$ cat src/rtl/fp_addsub_norm_pkg.sv
// Shared widths, exponent limit and opcode encodings for the FP add/sub
// normalization stage.
package fp_addsub_norm_pkg;

  localparam int DEF_MW = 24;
  localparam int DEF_EW = 8;
  localparam int EXP_MAX = (1 << DEF_EW) - 1;

  typedef enum logic {
    OP_ADD = 1'b0,
    OP_SUB = 1'b1
  } op_e;

endpackage

$ cat src/rtl/fp_addsub_norm_if.sv
// Valid/ready bundle between the alignment stage, this stage and its consumer.
interface fp_addsub_norm_if #(
  parameter int MW = fp_addsub_norm_pkg::DEF_MW,
  parameter int EW = fp_addsub_norm_pkg::DEF_EW
);

  logic          in_valid;
  logic          in_ready;
  logic [MW-1:0] A1;
  logic [MW-1:0] B1;
  logic [EW-1:0] AE1;
  logic [EW-1:0] BE1;
  logic          SA;
  logic          SB;
  logic          op;
  logic          out_valid;
  logic          out_ready;
  logic          RS;
  logic [EW-1:0] RE;
  logic [MW-1:0] RM;
  logic          ovf;
  logic          unf;

  modport master (
    output in_valid, A1, B1, AE1, BE1, SA, SB, op, out_ready,
    input  in_ready, out_valid, RS, RE, RM, ovf, unf
  );

  modport slave (
    input  in_valid, A1, B1, AE1, BE1, SA, SB, op, out_ready,
    output in_ready, out_valid, RS, RE, RM, ovf, unf
  );

endinterface

$ cat src/rtl/lzc_24.sv
// Combinational leading-zero counter; returns W when the input is all zeros.
module lzc_24 #(
  parameter int W   = 24,
  parameter int LZW = $clog2(W + 1)
) (
  input  logic [W-1:0]   value,
  output logic [LZW-1:0] count
);

  // Ascending scan: the highest set bit is the last one to write count.
  always_comb begin
    count = LZW'(W);
    for (int i = 0; i < W; i++) begin
      if (value[i]) count = LZW'(W - 1 - i);
    end
  end

endmodule

$ cat src/rtl/fp_addsub_norm.sv
// Three-stage signed-magnitude add/sub, leading-zero count and normalize,
// stalled as a whole by output backpressure.
module fp_addsub_norm
  import fp_addsub_norm_pkg::*;
#(
  parameter int MW = DEF_MW,
  parameter int EW = DEF_EW
) (
  input  logic           clk,
  input  logic           rst,
  fp_addsub_norm_if.slave bus
);

  localparam int         LZW  = $clog2(MW + 1);
  localparam logic [EW:0] EMAX = (EW + 1)'((1 << EW) - 1);

  logic           advance;
  logic           take;
  logic           eff_sub;
  logic [MW:0]    sum_d;
  logic           sign_d;

  logic           v1;
  logic [MW:0]    s1_sum;
  logic           s1_sign;
  logic [EW-1:0]  s1_exp;

  logic [LZW-1:0] lz_d;
  logic           v2;
  logic [MW:0]    s2_sum;
  logic           s2_sign;
  logic [EW-1:0]  s2_exp;
  logic [LZW-1:0] s2_lz;
  logic           s2_carry;
  logic           s2_zero;

  logic [EW:0]    exp_w;
  logic [EW:0]    exp_inc;
  logic [EW:0]    lz_w;
  logic           rs_d;
  logic [EW-1:0]  re_d;
  logic [MW-1:0]  rm_d;
  logic           ovf_d;
  logic           unf_d;

  logic           out_valid_q;
  logic           rs_q;
  logic [EW-1:0]  re_q;
  logic [MW-1:0]  rm_q;
  logic           ovf_q;
  logic           unf_q;

  assign advance      = !(out_valid_q && !bus.out_ready);
  assign take         = bus.in_valid && advance;
  assign bus.in_ready = advance;

  always_comb begin
    eff_sub = bus.SA ^ bus.SB ^ (bus.op == OP_SUB);
    sum_d   = {1'b0, bus.A1} + {1'b0, bus.B1};
    sign_d  = bus.SA;
    if (eff_sub) begin
      if (bus.A1 >= bus.B1) begin
        sum_d  = {1'b0, bus.A1 - bus.B1};
        sign_d = bus.SA;
      end else begin
        sum_d  = {1'b0, bus.B1 - bus.A1};
        sign_d = bus.SB ^ (bus.op == OP_SUB);
      end
    end
  end

  always_ff @(posedge clk) begin
    if (rst) begin
      v1      <= 1'b0;
      s1_sum  <= '0;
      s1_sign <= 1'b0;
      s1_exp  <= '0;
    end else if (advance) begin
      v1      <= take;
      s1_sum  <= sum_d;
      s1_sign <= sign_d;
      s1_exp  <= bus.AE1;
    end
  end

  // Alignment upstream guarantees equal exponents; a mismatch is an upstream bug.
  always @(posedge clk) begin
    if (!rst && take) assert (bus.AE1 == bus.BE1);
  end

  lzc_24 #(.W(MW), .LZW(LZW)) u_lzc (
    .value (s1_sum[MW-1:0]),
    .count (lz_d)
  );

  always_ff @(posedge clk) begin
    if (rst) begin
      v2       <= 1'b0;
      s2_sum   <= '0;
      s2_sign  <= 1'b0;
      s2_exp   <= '0;
      s2_lz    <= '0;
      s2_carry <= 1'b0;
      s2_zero  <= 1'b0;
    end else if (advance) begin
      v2       <= v1;
      s2_sum   <= s1_sum;
      s2_sign  <= s1_sign;
      s2_exp   <= s1_exp;
      s2_lz    <= lz_d;
      s2_carry <= s1_sum[MW];
      s2_zero  <= (s1_sum == '0);
    end
  end

  // Exponent math runs one bit wider so E+1 and E-lz never wrap.
  assign exp_w   = {1'b0, s2_exp};
  assign exp_inc = exp_w + (EW + 1)'(1);
  assign lz_w    = (EW + 1)'(s2_lz);

  always_comb begin
    rs_d  = 1'b0;
    re_d  = '0;
    rm_d  = '0;
    ovf_d = 1'b0;
    unf_d = 1'b0;
    if (s2_zero) begin
      rs_d = 1'b0;
    end else if (s2_carry) begin
      rs_d = s2_sign;
      if (exp_inc >= EMAX) begin
        re_d  = EW'(EMAX);
        ovf_d = 1'b1;
      end else begin
        re_d = EW'(exp_inc);
        rm_d = s2_sum[MW:1];
      end
    end else if (exp_w < lz_w) begin
      unf_d = 1'b1;
    end else begin
      rs_d = s2_sign;
      re_d = EW'(exp_w - lz_w);
      rm_d = s2_sum[MW-1:0] << s2_lz;
    end
  end

  always_ff @(posedge clk) begin
    if (rst) begin
      out_valid_q <= 1'b0;
      rs_q        <= 1'b0;
      re_q        <= '0;
      rm_q        <= '0;
      ovf_q       <= 1'b0;
      unf_q       <= 1'b0;
    end else if (advance) begin
      out_valid_q <= v2;
      rs_q        <= rs_d;
      re_q        <= re_d;
      rm_q        <= rm_d;
      ovf_q       <= ovf_d;
      unf_q       <= unf_d;
    end
  end

  assign bus.out_valid = out_valid_q;
  assign bus.RS        = rs_q;
  assign bus.RE        = re_q;
  assign bus.RM        = rm_q;
  assign bus.ovf       = ovf_q;
  assign bus.unf       = unf_q;

endmodule

$ cat src/flat_wrapper.sv
// flat-port wrapper written by rule: the top's interface ports become plain ports
module fp_addsub_norm_flat import fp_addsub_norm_pkg::*;
#(
  parameter int MW = DEF_MW,
  parameter int EW = DEF_EW
)
  (clk, rst, bus_in_valid, bus_A1, bus_B1, bus_AE1, bus_BE1, bus_SA, bus_SB, bus_op, bus_out_ready, bus_in_ready, bus_out_valid, bus_RS, bus_RE, bus_RM, bus_ovf, bus_unf);
  fp_addsub_norm_if #(.MW(MW), .EW(EW)) bus_i ();
  input  logic clk;
  input  logic rst;
  input wire logic [$bits(bus_i.in_valid)-1:0] bus_in_valid;
  input wire logic [$bits(bus_i.A1)-1:0] bus_A1;
  input wire logic [$bits(bus_i.B1)-1:0] bus_B1;
  input wire logic [$bits(bus_i.AE1)-1:0] bus_AE1;
  input wire logic [$bits(bus_i.BE1)-1:0] bus_BE1;
  input wire logic [$bits(bus_i.SA)-1:0] bus_SA;
  input wire logic [$bits(bus_i.SB)-1:0] bus_SB;
  input wire logic [$bits(bus_i.op)-1:0] bus_op;
  input wire logic [$bits(bus_i.out_ready)-1:0] bus_out_ready;
  output wire logic [$bits(bus_i.in_ready)-1:0] bus_in_ready;
  output wire logic [$bits(bus_i.out_valid)-1:0] bus_out_valid;
  output wire logic [$bits(bus_i.RS)-1:0] bus_RS;
  output wire logic [$bits(bus_i.RE)-1:0] bus_RE;
  output wire logic [$bits(bus_i.RM)-1:0] bus_RM;
  output wire logic [$bits(bus_i.ovf)-1:0] bus_ovf;
  output wire logic [$bits(bus_i.unf)-1:0] bus_unf;
  assign bus_i.in_valid = bus_in_valid;
  assign bus_i.A1 = bus_A1;
  assign bus_i.B1 = bus_B1;
  assign bus_i.AE1 = bus_AE1;
  assign bus_i.BE1 = bus_BE1;
  assign bus_i.SA = bus_SA;
  assign bus_i.SB = bus_SB;
  assign bus_i.op = bus_op;
  assign bus_i.out_ready = bus_out_ready;
  assign bus_in_ready = bus_i.in_ready;
  assign bus_out_valid = bus_i.out_valid;
  assign bus_RS = bus_i.RS;
  assign bus_RE = bus_i.RE;
  assign bus_RM = bus_i.RM;
  assign bus_ovf = bus_i.ovf;
  assign bus_unf = bus_i.unf;
  fp_addsub_norm #(.MW(MW), .EW(EW)) u_core (.clk(clk), .rst(rst), .bus(bus_i));
endmodule
$ cat config.mk
export PLATFORM = sky130hd
export DESIGN_NAME = fp_addsub_norm_flat
export DESIGN_NICKNAME = d
export VERILOG_FILES = /design/src/rtl/fp_addsub_norm_pkg.sv /design/src/rtl/fp_addsub_norm_if.sv /design/src/rtl/lzc_24.sv /design/src/rtl/fp_addsub_norm.sv /design/src/flat_wrapper.sv
export SDC_FILE = /design/constraint.sdc
export NUM_CORES = 1
export LEC_CHECK = 0
export BUFFER_PORTS_ARGS = -buffer_cell sky130_fd_sc_hd__buf_2
export CAP_MARGIN = 25
export CORE_MARGIN = 2
export CORE_UTILIZATION = 35
export CTS_BUF_LIST = sky130_fd_sc_hd__clkbuf_8 sky130_fd_sc_hd__clkbuf_16
export DETAILED_ROUTE_END_ITERATION = 16
export GPL_ROUTABILITY_DRIVEN = 0
export PLACE_DENSITY = 0.64
export RECOVER_POWER = 100
export SKIP_LAST_GASP = 1
export SYNTH_ARGS = -nofsm -noshare
export SYNTH_HDL_FRONTEND = slang
export SYNTH_SLANG_ARGS = --single-unit
$ cat constraint.sdc
create_clock -name clk -period 4.7 [get_ports clk]
set_input_delay 1.41 -clock clk [delete_from_list [all_inputs] [get_ports clk]]
set_output_delay 1.41 -clock clk [all_outputs]
set_load 0.03 [all_outputs]
==> impl.org, run 1 <==
** Placement
- After legalization and detailed placement, the total HPWL measured 20,720 µm.
- Number of buffers inserted by port buffering :: 99

** Synthesis
- For this run, asynchronously set or reset flops after synthesis account for 0%.
- In this run, distinct cell masters in the synthesized netlist total 86.
- Synthesis produced a netlist with a net count of 1,489.
- The commonest cells after synthesis are sky130_fd_sc_hd__nand2_1, sky130_fd_sc_hd__a21oi_1, sky130_fd_sc_hd__nor2_1.
- After synthesis, the largest family of logic cells by area is compound AO/OA/AOI/OAI gates.
- Of the post-synthesis cell area, the dominant cell type holds 23.12%.
- Ranking of synthesized cells by area :: sky130_fd_sc_hd__dfxtp_1, sky130_fd_sc_hd__ha_1, sky130_fd_sc_hd__nand2_1
- The average instance in the mapped netlist occupies 7.258 µm².
- The cell count after synthesis came out at 1,336.
- Yosys warning count :: 0
- Leading cell type by number of instances after synthesis :: sky130_fd_sc_hd__nand2_1
- Adder and majority cell fraction of the synthesized area :: 10.89%
- Flip-flop cell with the highest count after synthesis :: sky130_fd_sc_hd__dfxtp_1
- The biggest area contributor in the post-synthesis netlist is sky130_fd_sc_hd__dfxtp_1.
- Summing the areas of all compound-gate instances in the mapped netlist gives 28.25% of the synthesized area.
- The portion of synthesized area spent on multiplexers is 5.316%.
- Synthesized-area fraction occupied by xor and xnor cells :: 2.348%
- The share of the Yosys chip area taken by registers is 23.12%.
- The synthesized design contains 0 enable-type register cells.
- The synthesized netlist occupies a cell area of 9697 µm².
- Synthesis inferred 112 register bits.
- Summing the areas of all and, or, nand and nor instances in the mapped netlist gives 22.40% of the synthesized area.

** Clock network
- Resize count post-CTS :: 0
- TritonCTS clock tree :: built
- The root buffer cell chosen for the clock tree is sky130_fd_sc_hd__clkbuf_16.
- Clock slew at the register clock pins of the worst setup and hold paths :: 80 ps
- The clock drives 112 sinks.
- For the worst-skew pair, the clock arrives at the later sink with an insertion delay of 360 ps.
- In this run, post-CTS hold repair placed 0 buffers.
- Clk buf depth :: 2
- The clock tree synthesis step divided the H-tree into 3 levels.
- Buffers added to address setup during post-CTS repair amount to 0.
- Clock buffers created by TritonCTS :: 9

** Critical path
- The slowest stage of the critical path is the sky130_fd_sc_hd__a31o_2 cell.
- Critical setup path kind :: in -> reg
- Across all register-to-register paths, the minimum setup slack is 1250 ps.
- Worst endpoint data arrival time :: 4480 ps
- Worst EP required :: 4820 ps
- Startpoint kind of the worst setup timing path :: input port
- Most used cell, CP :: sky130_fd_sc_hd__a21oi_1
- Length in cells of the worst reg-to-reg path :: 11
- In this run the critical register-to-register path is launched from u_core.s2_lz[2].
- Delay of the slowest cell on the worst path :: 460 ps
- In this run the worst path has a maximum fanout of 15.
- Traced cell by cell, the critical path runs through buf_2 > inv_1 > ha_1 > fa_1 > nand3b_1 > a31oi_1 > o211ai_2 > a31o_2 > clkbuf_1 > nor3_1 > a21o_1 > a21oi_1 > xnor2_1 > a21oi_1.
- Category of the worst setup path capture point :: flop
- Worst flop-to-flop path endpoint :: u_core.bus.RM[2]

** Timing
- Total negative slack :: 0 ps
- In this run the tightest slew margin relative to its limit is -94.24%.
- Fin crit period :: 4360 ps
- Max-slew violation count :: 199
- Between clock sinks in the finished design, the worst skew comes to 9.787 ps.
- RSZ-0062 raised after global routing :: false
- In the finished design, the share of the clock period the worst path needs comes to 92.77%.
- Upper clock frequency limit :: 229.3 MHz
- Setup violations remaining at the end of the flow were counted as 0.
- For the pin with the worst max-slew slack, the measured transition is 2914 ps.
- The number of hold violations in the final report came to 0.

** Job
- Max_cap viols :: 2

** Floorplanning
- Area of the placeable core :: 27,100 µm²
- The die is 170.5 µm wide.
- Standard-cell rows :: 60
- Measured along the y axis, the die boundary spans 170.5 µm.
- Die Outline Area :: 29,050 µm²
- 108 I/O pins were placed.
- Effective utilization at floorplan :: 35.78%

** Global route
- Entering global routing, the biggest net connects 126 pins.
- Summed over all layers, the global routing overflow is 0.
- The first global-routing pass estimated 44,380 µm of wire.
- Number of antenna violations at the first check in global routing :: 0
- Global-route total usage across every layer :: 18.47%
- The via count of the first global-routing pass came to 8,731.

** Final layout
- Fraction of layout instances using a drive strength above 1 :: 11.10%
- Antenna cell count :: 0
- Final-stage net count :: 1,544
- Finished Core Util :: 39.73%
- Area added between synthesis and finish :: 11.04%
- Counting the fill cells in the layout gives 2,853.

** Min path
- Cell depth of the worst hold path :: 2
- The path class of the tightest hold or removal check is reg -> reg.
- Worst hold path endpoint :: u_core.s1_exp[2]
- The startpoint identified for the worst hold timing path is u_core.s1_exp[2].

** Route
- Across all layers, the routed design uses 9,706 vias.
- After detailed routing, the average wire length per cell comes to 15.46 µm.
- Via-per-instance ratio :: 5.490
- Remaining antenna violation count :: 0
- Count of routing violations after the opening detailed-route iteration :: 832
- Number of optimization iterations in the first detailed-route pass :: 5
- For this block, the routed nets add up to 27,330 µm of wire.
- Post-detailed-route DRC marker count :: 0

** Power and ir drop
- In this run the power density over the cells is 338.5 nW/µm².
- Lkg Pwr :: 4.471 nW
- Worst voltage drop across the vdd grid :: 0.0002025 V

** Status
- The checks that failed: capacitance limit, slew limit.
- Status :: finished, violations left
critical path: cells and delay by family:
family | cells | cell delay, ps
AO/OA/AOI/OAI | 6 | 1160
XOR/XNOR | 1 | 220
AND/OR/NAND/NOR | 2 | 640
buffers and inverters | 3 | 420
adder cells (fa/ha/maj) | 2 | 610
power by group:
part	leakage, nW	internal [mW]	switching [mW]
Clock	0.158	0.442	0.385
Sequential	0.921	1.08	0.140
Combinational	3.39	0.627	0.968
placed cells by master, fill, tap and decap left out, types with 5 or more instances in the layout:
cell type / n
sky130_fd_sc_hd__inv_1: 82
sky130_fd_sc_hd__mux2i_1: 32
sky130_fd_sc_hd__nor3_1: 32
sky130_fd_sc_hd__o211ai_1: 20
sky130_fd_sc_hd__xor2_1: 7
sky130_fd_sc_hd__nor2b_1: 12
sky130_fd_sc_hd__xnor2_1: 17
sky130_fd_sc_hd__o31ai_1: 9
sky130_fd_sc_hd__nand2b_1: 10
sky130_fd_sc_hd__clkbuf_16: 9
sky130_fd_sc_hd__dfxtp_1: 112
sky130_fd_sc_hd__nand3_1: 35
sky130_fd_sc_hd__o21ai_0: 54
sky130_fd_sc_hd__or3_1: 6
sky130_fd_sc_hd__buf_4: 30
sky130_fd_sc_hd__or4_1: 7
sky130_fd_sc_hd__a211oi_1: 19
sky130_fd_sc_hd__ha_1: 78
sky130_fd_sc_hd__a31oi_1: 11
sky130_fd_sc_hd__mux2_2: 8
sky130_fd_sc_hd__a32oi_1: 5
sky130_fd_sc_hd__a22oi_1: 27
sky130_fd_sc_hd__o21bai_1: 13
sky130_fd_sc_hd__a21oi_1: 143
sky130_fd_sc_hd__o21a_1: 8
sky130_fd_sc_hd__nand3b_1: 8
sky130_fd_sc_hd__clkbuf_1: 41
sky130_fd_sc_hd__nor4_1: 6
sky130_fd_sc_hd__nand2_1: 216
sky130_fd_sc_hd__nand4_1: 14
sky130_fd_sc_hd__a22o_1: 12
sky130_fd_sc_hd__nor2_1: 118
sky130_fd_sc_hd__o22ai_1: 7
sky130_fd_sc_hd__buf_2: 61
sky130_fd_sc_hd__a21o_1: 18
metrics by stage:
stage / setup WS [ps] / power [mW] / std cells / instance area [µm²] / hold slack [ps]
after floorplan: 782.6 / 2.413 / 1336 / 9697 / 431.5
after global placement: 235.0 / 2.804 / 1751 / 10530 / 439.3
after detailed placement: 204.5 / 2.834 / 1751 / 10530 / 444.2
after CTS: 557.9 / 3.660 / 1767 / 10850 / 454.2
after global routing: 177.7 / 3.886 / 1768 / 10770 / 472.9
final: 339.7 / 3.645 / 1768 / 10770 / 454.7
worst max path at each step:
stage	to	slack (ps)	from	cells past startpoint
after floorplan	u_core.s1_sum[9]	780	bus_A1[0]	12
after global placement	u_core.s1_sum[9]	240	bus_A1[0]	13
after detailed placement	u_core.s1_sum[9]	200	bus_A1[0]	13
after CTS	u_core.s1_sum[9]	560	bus_A1[0]	13
after global routing	u_core.s1_sum[9]	180	bus_A1[0]	13
final	u_core.s1_sum[20]	340	bus_A1[0]	14
flip-flops by register name, summed over array words and instances (netlist names), 5 cells and up:
register and flops:
u_core.s1_sum 25, u_core.bus.RM 24, u_core.s2_sum 24, u_core.bus.RE 8, u_core.s1_exp 8, u_core.s2_exp 8, u_core.s2_lz 5
routing by layer:
metal | GRT usage, % | up-vias | share of wire [%]
met5 | 0 | - | 0
met4 | 5.574 | 0 | 2.0
met3 | 1.558 | 30 | 5.4
met2 | 29.99 | 313 | 45
met1 | 25.98 | 4514 | 47
li1 | - | 4849 | -
logic make-up after synthesis:
kind of cell	count (synthesis)
AND/OR/NAND/NOR	485
AO/OA/AOI/OAI	411
buffers and inverters	175
flip-flops	112
adder cells (fa/ha/maj)	82
multiplexers	45
XOR/XNOR	26
cell type report:
type,count,area [µm²],area share [%]
Clock buffer,10,239.0,2.219
Clock inverter,6,83.83,0.7785
Inverter,85,319.1,2.963
Multi-Input combinational cell,1049,6724,62.44
Sequential cell,112,2242,20.82
Tap cell,372,465.4,4.323
Timing Repair Buffer,134,694.4,6.449
Power figures use the tool's default switching activity.
==> run 2: changes to the inputs <==
Settings changed: PLACE_DENSITY 0.64 to 0.53, SYNTH_HIERARCHICAL set to 1.
==> impl.org, run 2 <==
** Route
- Count of routing violations after the opening detailed-route iteration :: 809
- The pre-antenna-repair detailed-routing pass consisted of 5 iterations.
- Total via count after detailed routing :: 9,699
- Post-detailed-route DRC marker count :: 0
- Highest metal layer with signal wires :: met4
- Met3 WL post-DR :: 1314 µm
- After detailed routing, the average wire length per cell comes to 16.81 µm.
- The detailed router put a total of 13,860 µm of wire on met1.
- After detailed routing, the number of vias per cell comes to 5.558.
- Remaining antenna violation count :: 0
- The final layout contains routed wiring with a total length of 29,340 µm.
- Met2 wire length :: 13,680 µm

** Clock network
- In this run the deepest clock path goes through 2 buffers.
- Resize count post-CTS :: 0
- The clock tree synthesis step divided the H-tree into 3 levels.
- Clock buffers created by TritonCTS :: 9
- TritonCTS clock tree :: built
- Counting every sink on the clock net gives 112.
- Number of hold buffers added after CTS :: 0
- After clock tree synthesis, the clock-pin slew on the worst setup and hold paths is 80 ps.
- Clock latency at the later pin of the worst-skew pair :: 360 ps
- The tree is rooted in a sky130_fd_sc_hd__clkbuf_16.
- Once the clock tree was built, the setup fixing pass inserted 0 buffers.

** Final layout
- Most common library cell in the layout ignoring fill and taps :: sky130_fd_sc_hd__nand2_1
- Final-stage net count :: 1,556
- Finished Core Util :: 39.93%
- The library cells used most frequently in the layout, excluding fill and tap cells, are sky130_fd_sc_hd__nand2_1, sky130_fd_sc_hd__a21oi_1, sky130_fd_sc_hd__nor2_1.
- Area added between synthesis and finish :: 11.51%
- Final-layout fill cell count :: 2,970
- Final non-filler cell total :: 1,745
- The repair_antennas step left the layout with diodes totalling 0.
- The post-route netlist has 10.75% of its cells at a drive strength greater than 1.

** Synthesis
- Sequential fraction of the synthesis area :: 23.17%
- Ranking of synthesized cells by area :: sky130_fd_sc_hd__dfxtp_1, sky130_fd_sc_hd__ha_1, sky130_fd_sc_hd__nand2_1
- The synthesized design contains 112 register bits.
- Among all flip-flop cells after synthesis, the most frequent one is sky130_fd_sc_hd__dfxtp_1.
- The Yosys step of the flow raised 6 warnings.
- The most common cell in the synthesized netlist is sky130_fd_sc_hd__nand2_1.
- Counting flops with an async set or reset pin after synthesis yields a share of 0%.
- Synth top cells by count :: sky130_fd_sc_hd__nand2_1, sky130_fd_sc_hd__a21oi_1, sky130_fd_sc_hd__nor2_1
- Syn nets :: 1,492
- In this run, synthesis inferred 0 flip-flops with an integrated enable.
- Distinct cell type count of the synthesized netlist :: 81
- The synthesized netlist occupies a cell area of 9678 µm².
- A synthesized cell averages 7.249 µm².
- The top cell type by area accounts for 23.17% of the synthesized area.
- The biggest area contributor in the post-synthesis netlist is sky130_fd_sc_hd__dfxtp_1.
- Post-Synthesis Cells :: 1,335

** Timing
- Headroom to the max-slew limit :: -35.30%
- Fraction of the cycle the final worst path needs :: 90.31%
- Max-slew violation count :: 43
- Setup repair after global routing left no endpoint under its margin.
- Static timing analysis puts the maximum clock frequency at 235.6 MHz.
- Setup violations remaining at the end of the flow were counted as 0.
- At the pin with the least slew margin, the transition time is 2030 ps.
- Post-route worst setup slack :: 455.4 ps
- Across the routed clock network, the largest skew measured is 7.837 ps.
- Final Hold Vio Count :: 0
- Total negative slack :: 0 ps
- Fin crit period :: 4245 ps

** Critical path
- Cell with the largest stage delay on the worst path :: sky130_fd_sc_hd__ha_1
- For the worst setup path, the data arrival time is 4530 ps.
- In this run the critical register-to-register path is captured at u_core/bus.RE[1].
- Critical Path Fanout Max :: 12
- Launch point of the worst reg-to-reg path :: u_core/s2_lz[2]
- Setup slack of the most critical reg-to-reg path :: 930 ps
- The number of cells on the worst reg-to-reg path is 11.
- The largest single stage delay on the critical path is 450 ps.
- STA classifies the critical path startpoint as an input port.
- The critical path goes through buf_2 > inv_1 > ha_1 > a21oi_1 > a311oi_1 > o21ai_0 > a32o_1 > mux2_1 > o21ai_0 > mux2_2 > a31oi_1.
- Bufs and invs on worst path :: 2
- Critical setup path kind :: in -> reg
- Family of cells with the greatest summed delay on the critical path :: compound AO/OA/AOI/OAI gates
- Category of the worst setup path capture point :: flop
- For the worst setup path, the data required time is 4990 ps.
- In this design, the critical path's most frequently occurring cell is sky130_fd_sc_hd__o21ai_0.

** Status
- The checks that failed: capacitance limit, slew limit.
- Status :: finished, violations left

** Global route
- Pin count of the biggest net entering global routing :: 65
- Wire length of the first global-routing pass :: 47,850 µm
- Global-route total usage across every layer :: 20.13%
- Number of antenna violations at the first check in global routing :: 0
- For this run the aggregate overflow at the end of global routing stands at 0.
- The via count of the first global-routing pass is 9,038.

** Power and ir drop
- Lkg Pwr :: 4.519 nW
- Switching power :: 1.472 mW
- Net switching is 40.49% of the power.
- The clock network accounts for 23.3% of the total power.
- The worst-case IR drop observed on VDD is 0.0001893 V.
- Registers are responsible for 34.1% of the overall power.
- P_int :: 2.165 mW
- Total power of the final layout :: 3.637 mW
- Dividing total power by cell area gives a power density of 337.0 nW/µm².
- In this run, the combinational gates consume 42.6% of the power.

** Floorplanning
- Measured along the y axis, the die boundary spans 170.3 µm.
- Die Outline Area :: 29,000 µm²
- Number of top-level design ports :: 108
- Standard-cell rows :: 60
- The die is 170.3 µm wide.
- Area of the placeable core :: 27,030 µm²
- Effective utilization at floorplan :: 35.81%

** Min path
- The worst hold path passes through 2 cells.
- For hold timing, the worst endpoint is u_core/s1_exp[4].
- The worst hold path begins at u_core/s1_exp[4].
- The tightest min-delay check is of the reg -> reg type.

** Job
- Max_cap viols :: 1

** Placement
- Place WS :: 249.6 ps
- Summed over all nets, the half-perimeter wirelength after detailed placement is 22,520 µm.
- Number of buffers inserted by port buffering :: 99
- Placed cell count :: 1,729
run 2: cell types whose count changed in the layout (fill, tap and decap cells not counted), sizes merged, moves of 8 or more:
cell	before	now
nand3	36	25
nor2	119	128
a21oi	148	137
buf	91	99
a31oi	11	20
o21ai	60	87
o211ai	22	13
nor4	7	17
run 2: worst max-delay path by stage:
stage | startpoint | to | slack (ps) | cells past startpoint
global placement | bus_A1[0] | u_core/s1_sum[22] | 210 | 12
global route | bus_A1[0] | u_core/s1_sum[17] | 230 | 13
CTS | bus_A1[3] | u_core/s1_sum[22] | 620 | 12
floorplan | bus_A1[0] | u_core/s1_sum[17] | 690 | 13
finish | bus_A1[3] | u_core/s1_sum[20] | 460 | 11
detailed placement | bus_A1[3] | u_core/s1_sum[22] | 250 | 12
run 2: power groups by stage:
stage                     logic [mW]  registers, mW  clock network, mW
final                           1.55           1.24              0.849
after global routing            1.71           1.26              0.914
after CTS                       1.56           1.24              0.875
after detailed placement        1.55           1.26                  0
after global placement          1.55           1.26                  0
after floorplan                 1.07           1.29                  0
run 2: per-stage QoR:
stage | hold WS, ps | cell area [µm²]
2_1_floorplan | 431.5 | 9678
3_3_place_gp | 439.5 | 10540
3_5_place_dp | 443.2 | 10540
4_1_cts | 453.9 | 10870
5_1_grt | 467.9 | 10790
6_report | 454.9 | 10790
run 2: per-layer routing:
metal	vias to the layer above	global-route usage [%]
met4	0	4.794
met5	-	0
met2	301	33.90
li1	4837	-
met3	40	2.116
met1	4521	27.59
run 2: kinds of logic (layout without fill, tap and decap cells):
group                      Yosys count  after routing  synth area share [%]
adders and majority gates           86             86                 11.43
buffers and inverters              171            240                 7.421
muxes                               47             47                 6.361
xor gates and xnor gates            30             30                 2.715
and+or+nand+nor                    479            479                 21.76
DFF                                112            112                 23.17
AOI/OAI and AO/OA                  410            410                 27.15
run 2: cell type report:
cell class              count  area (µm²)  area share [%]
multi-input cells        1052        6721           62.28
flip-flops and latches    112        2242           20.78
repair buffers            139       754.5           6.991
inverters                  85       319.1           2.957
well taps                 341       426.7           3.954
clock buffers               9       225.2           2.087
clock inverters             7       102.6          0.9507
run 2: worst reg2reg max path, stage by stage (launching register included):
cell and delay [ps]:
sky130_fd_sc_hd__dfxtp_1 810, sky130_fd_sc_hd__inv_1 580, sky130_fd_sc_hd__ha_1 500, sky130_fd_sc_hd__a21o_1 140, sky130_fd_sc_hd__a21oi_1 90, sky130_fd_sc_hd__o21ba_1 230, sky130_fd_sc_hd__and2_0 210, sky130_fd_sc_hd__a21boi_0 470
sky130_fd_sc_hd__o21ai_0 200, sky130_fd_sc_hd__a31oi_1 290, sky130_fd_sc_hd__a21oi_1 70, sky130_fd_sc_hd__nor2_1 90
==> run 3: changes to the inputs <==
Settings changed: SYNTH_HIERARCHICAL 1 to unset.
==> impl.org, run 3 (synthesis gave the netlist of run 1 again) <==
** Status
- Status :: finished, violations left
- Violations in the final reports :: capacitance limit, slew limit

** Route
- Wire segments on met2 add up to 12,430 µm in the final route.
- Count of routing violations after the opening detailed-route iteration :: 762
- Post-detailed-route DRC marker count :: 0
- In this run the top signal layer used is met4.
- Wires add up to 27,860 µm.
- In the routed layout, each cell is associated on average with a via count of 5.380.
- DRT met1 WL :: 13,820 µm
- For this run, the detailed router's first-pass iteration total came to 5.
- The count of nets left with antenna violations once routing finished came out at 0.
- Summed over all nets, wire length on met3 after detailed routing comes to 1011 µm.
- Summing over every cut layer, the via total after detailed routing is 9,495.
- Detail-routed net length per standard cell :: 15.78 µm

** Global route
- Number of antenna violations at the first check in global routing :: 0
- Pin count of the biggest net entering global routing :: 126
- Global-route total usage across every layer :: 19.22%
- For this run the aggregate overflow at the end of global routing stands at 0.
- Via count of the first global-routing pass :: 9,036
- Wire length of the first global-routing pass :: 45,770 µm

** Floorplanning
- Die boundary height :: 170.5 µm
- Die outline width :: 170.5 µm
- The region available for standard cell placement spans 27,100 µm².
- Die Outline Area :: 29,050 µm²
- Effective utilization at floorplan :: 35.78%
- 108 I/O pins were placed.
- Standard-cell rows :: 60

** Power and ir drop
- Overall power consumption after layout is estimated at 3.584 mW.
- Power spread over the standard cell area amounts to 333.4 nW/µm².
- Worst voltage drop across the vdd grid :: 0.0001929 V
- In this run the static leakage power is 4.454 nW.

** Critical path
- Length in cells of the worst reg-to-reg path :: 11
- Bufs and invs on worst path :: 3
- The critical path goes through clkbuf_1 > inv_1 > ha_1 > a21oi_1 > a31oi_1 > o211ai_1 > a31o_2 > buf_4 > nor2_1 > o32a_1 > o22a_1 > or4_1 > nand4_1.
- Delay of the slowest cell on the worst path :: 530 ps
- Levels on crit path :: 13
- Worst endpoint data arrival time :: 4620 ps
- STA classifies the critical path startpoint as an input port.
- STA classifies the critical path endpoint as a flop.
- Family of cells with the greatest summed delay on the critical path :: compound AO/OA/AOI/OAI gates
- Data on the critical path is required at its endpoint by 5010 ps.
- Cell with the largest stage delay on the worst path :: sky130_fd_sc_hd__a31o_2
- Of all nets on the critical path, the largest fanout is 16.
- The critical path in this run is classified as in -> reg.

** Timing
- For the pin with the worst max-slew slack, the measured transition is 1939 ps.
- Hold Worst Slack :: 450.9 ps
- Measured against its own limit, the worst slew margin works out to -29.30%.
- In the post-route analysis, the smallest setup slack over all paths is 389.1 ps.
- On the final layout, the worst clock skew is 11.19 ps.
- Fin crit period :: 4311 ps
- Total negative slack :: 0 ps
- Setup violations remaining at the end of the flow were counted as 0.
- Based on the critical path, the design can be clocked at up to 232.0 MHz.
- The number of max-slew violations in the final report is 45.
- Of the available clock period, the critical path in the final layout requires 91.72%.
- The number of hold violations in the final report came to 0.
- Setup repair after global routing left no endpoint under its margin.

** Clock network
- Counting every sink on the clock net gives 112.
- At the later pin of the worst-skew pair, clock insertion delay measures 360 ps.
- TritonCTS clock tree :: built
- Clock buffers created by TritonCTS :: 9
- No sink is reached through more buffers than the 2 on the longest clock path.
- Clock slew at the register clock pins of the worst setup and hold paths :: 70 ps
- Post-CTS Setup Bufs :: 0
- The H-tree generated during clock tree synthesis spans 3 levels.
- Post-CTS repair changed the size of 0 cells.
- The number of hold buffers added after CTS was 0.
- The tree is rooted in a sky130_fd_sc_hd__clkbuf_16.

** Placement
- Timing analysis after detailed placement gives a worst setup slack of 223.9 ps.
- Once detailed placement completed, the half-perimeter wirelength came to 21,030 µm.
- The count of buffers added on input and output ports is 99.

** Final layout
- After the last flow step, the layout net total stands at 1,542.
- Fraction of layout instances using a drive strength above 1 :: 10.62%
- Final-layout fill cell count :: 2,905
- Area added between synthesis and finish :: 10.86%
- The repair_antennas step left the layout with diodes totalling 0.
- Ranked by flip-flop count, first place goes to u_core.s1_sum.
- The multi-input combinational cells in the finished layout cover a total of 6709 µm².
- The library cells used most frequently in the layout, excluding fill and tap cells, are sky130_fd_sc_hd__nand2_1, sky130_fd_sc_hd__a21oi_1, sky130_fd_sc_hd__nor2_1.
- Flip-flop count of the largest register, all copies and words added :: 25
- The library cell used most frequently in the layout, excluding fill and tap cells, is sky130_fd_sc_hd__nand2_1.
- Once layout is complete, the utilization of the core stands at 39.67%.
- Register area :: 2242 µm²

** Job
- Across the run, the number of max-cap violations was 1.

** Min path
- Hold Path Class :: reg -> reg
- Cell depth of the worst hold path :: 2
-- run 3: cell count changes in the layout (fill, tap and decap cells not counted), sizes merged, moves of 7 or more --
cell / previous run / this run
nand3: 25 / 36
nor2: 128 / 119
nor4: 17 / 7
a22o: 5 / 12
a31oi: 20 / 11
o211ai: 13 / 22
buf: 99 / 89
a21oi: 137 / 148
mux4: 11 / 4
o21ai: 87 / 60
o21a: 1 / 8
-- run 3: per-layer routing --
metal | GRT usage [%] | up-vias
met5 | 0 | -
met2 | 31.23 | 230
met3 | 1.791 | 41
met1 | 26.81 | 4390
li1 | - | 4834
met4 | 6.057 | 0
-- run 3: worst paths after layout --
check / end / start / slack [ps]
hold reg to reg: u_core.bus.RE[2] / u_core.bus.RE[2] / 450
setup reg to reg: u_core.bus.RM[20] / u_core.s2_lz[3] / 1390
setup / recovery: u_core.s1_sum[23] / bus_B1[3] / 390
hold / removal: u_core.bus.RE[2] / u_core.bus.RE[2] / 450
-- run 3: layout make-up --
class	instances	area share (%)
Timing Repair Buffer	132	6.750
Tap cell	372	4.330
Sequential cell	112	20.86
Multi-Input combinational cell	1049	62.41
Inverter	85	2.968
Clock inverter	4	0.3375
Clock buffer	11	2.351
-- run 3: stage by stage --
stage | cell area (µm²) | instances
floorplan | 9697 | 1336
global placement | 10540 | 1749
detailed placement | 10550 | 1750
CTS | 10840 | 1765
global route | 10750 | 1765
finish | 10750 | 1765
-- run 3: where the power goes --
part | internal (mW) | leakage (nW) | total (mW) | switching [mW]
Clock | 0.393 | 0.140 | 0.758 | 0.365
Sequential | 1.08 | 0.921 | 1.21 | 0.129
Combinational | 0.631 | 3.39 | 1.61 | 0.982
-- run 3: worst register-to-register path, cell delays in order, from the launching register on --
cell,delay (ps)
sky130_fd_sc_hd__dfxtp_1,810
sky130_fd_sc_hd__inv_1,340
sky130_fd_sc_hd__ha_1,400
sky130_fd_sc_hd__a21oi_1,100
sky130_fd_sc_hd__nand2b_1,190
sky130_fd_sc_hd__nand2_1,80
sky130_fd_sc_hd__nor3_1,60
sky130_fd_sc_hd__nor3_1,140
sky130_fd_sc_hd__clkbuf_1,450
sky130_fd_sc_hd__nor2b_1,340
sky130_fd_sc_hd__o211ai_1,170
sky130_fd_sc_hd__a21oi_1,140
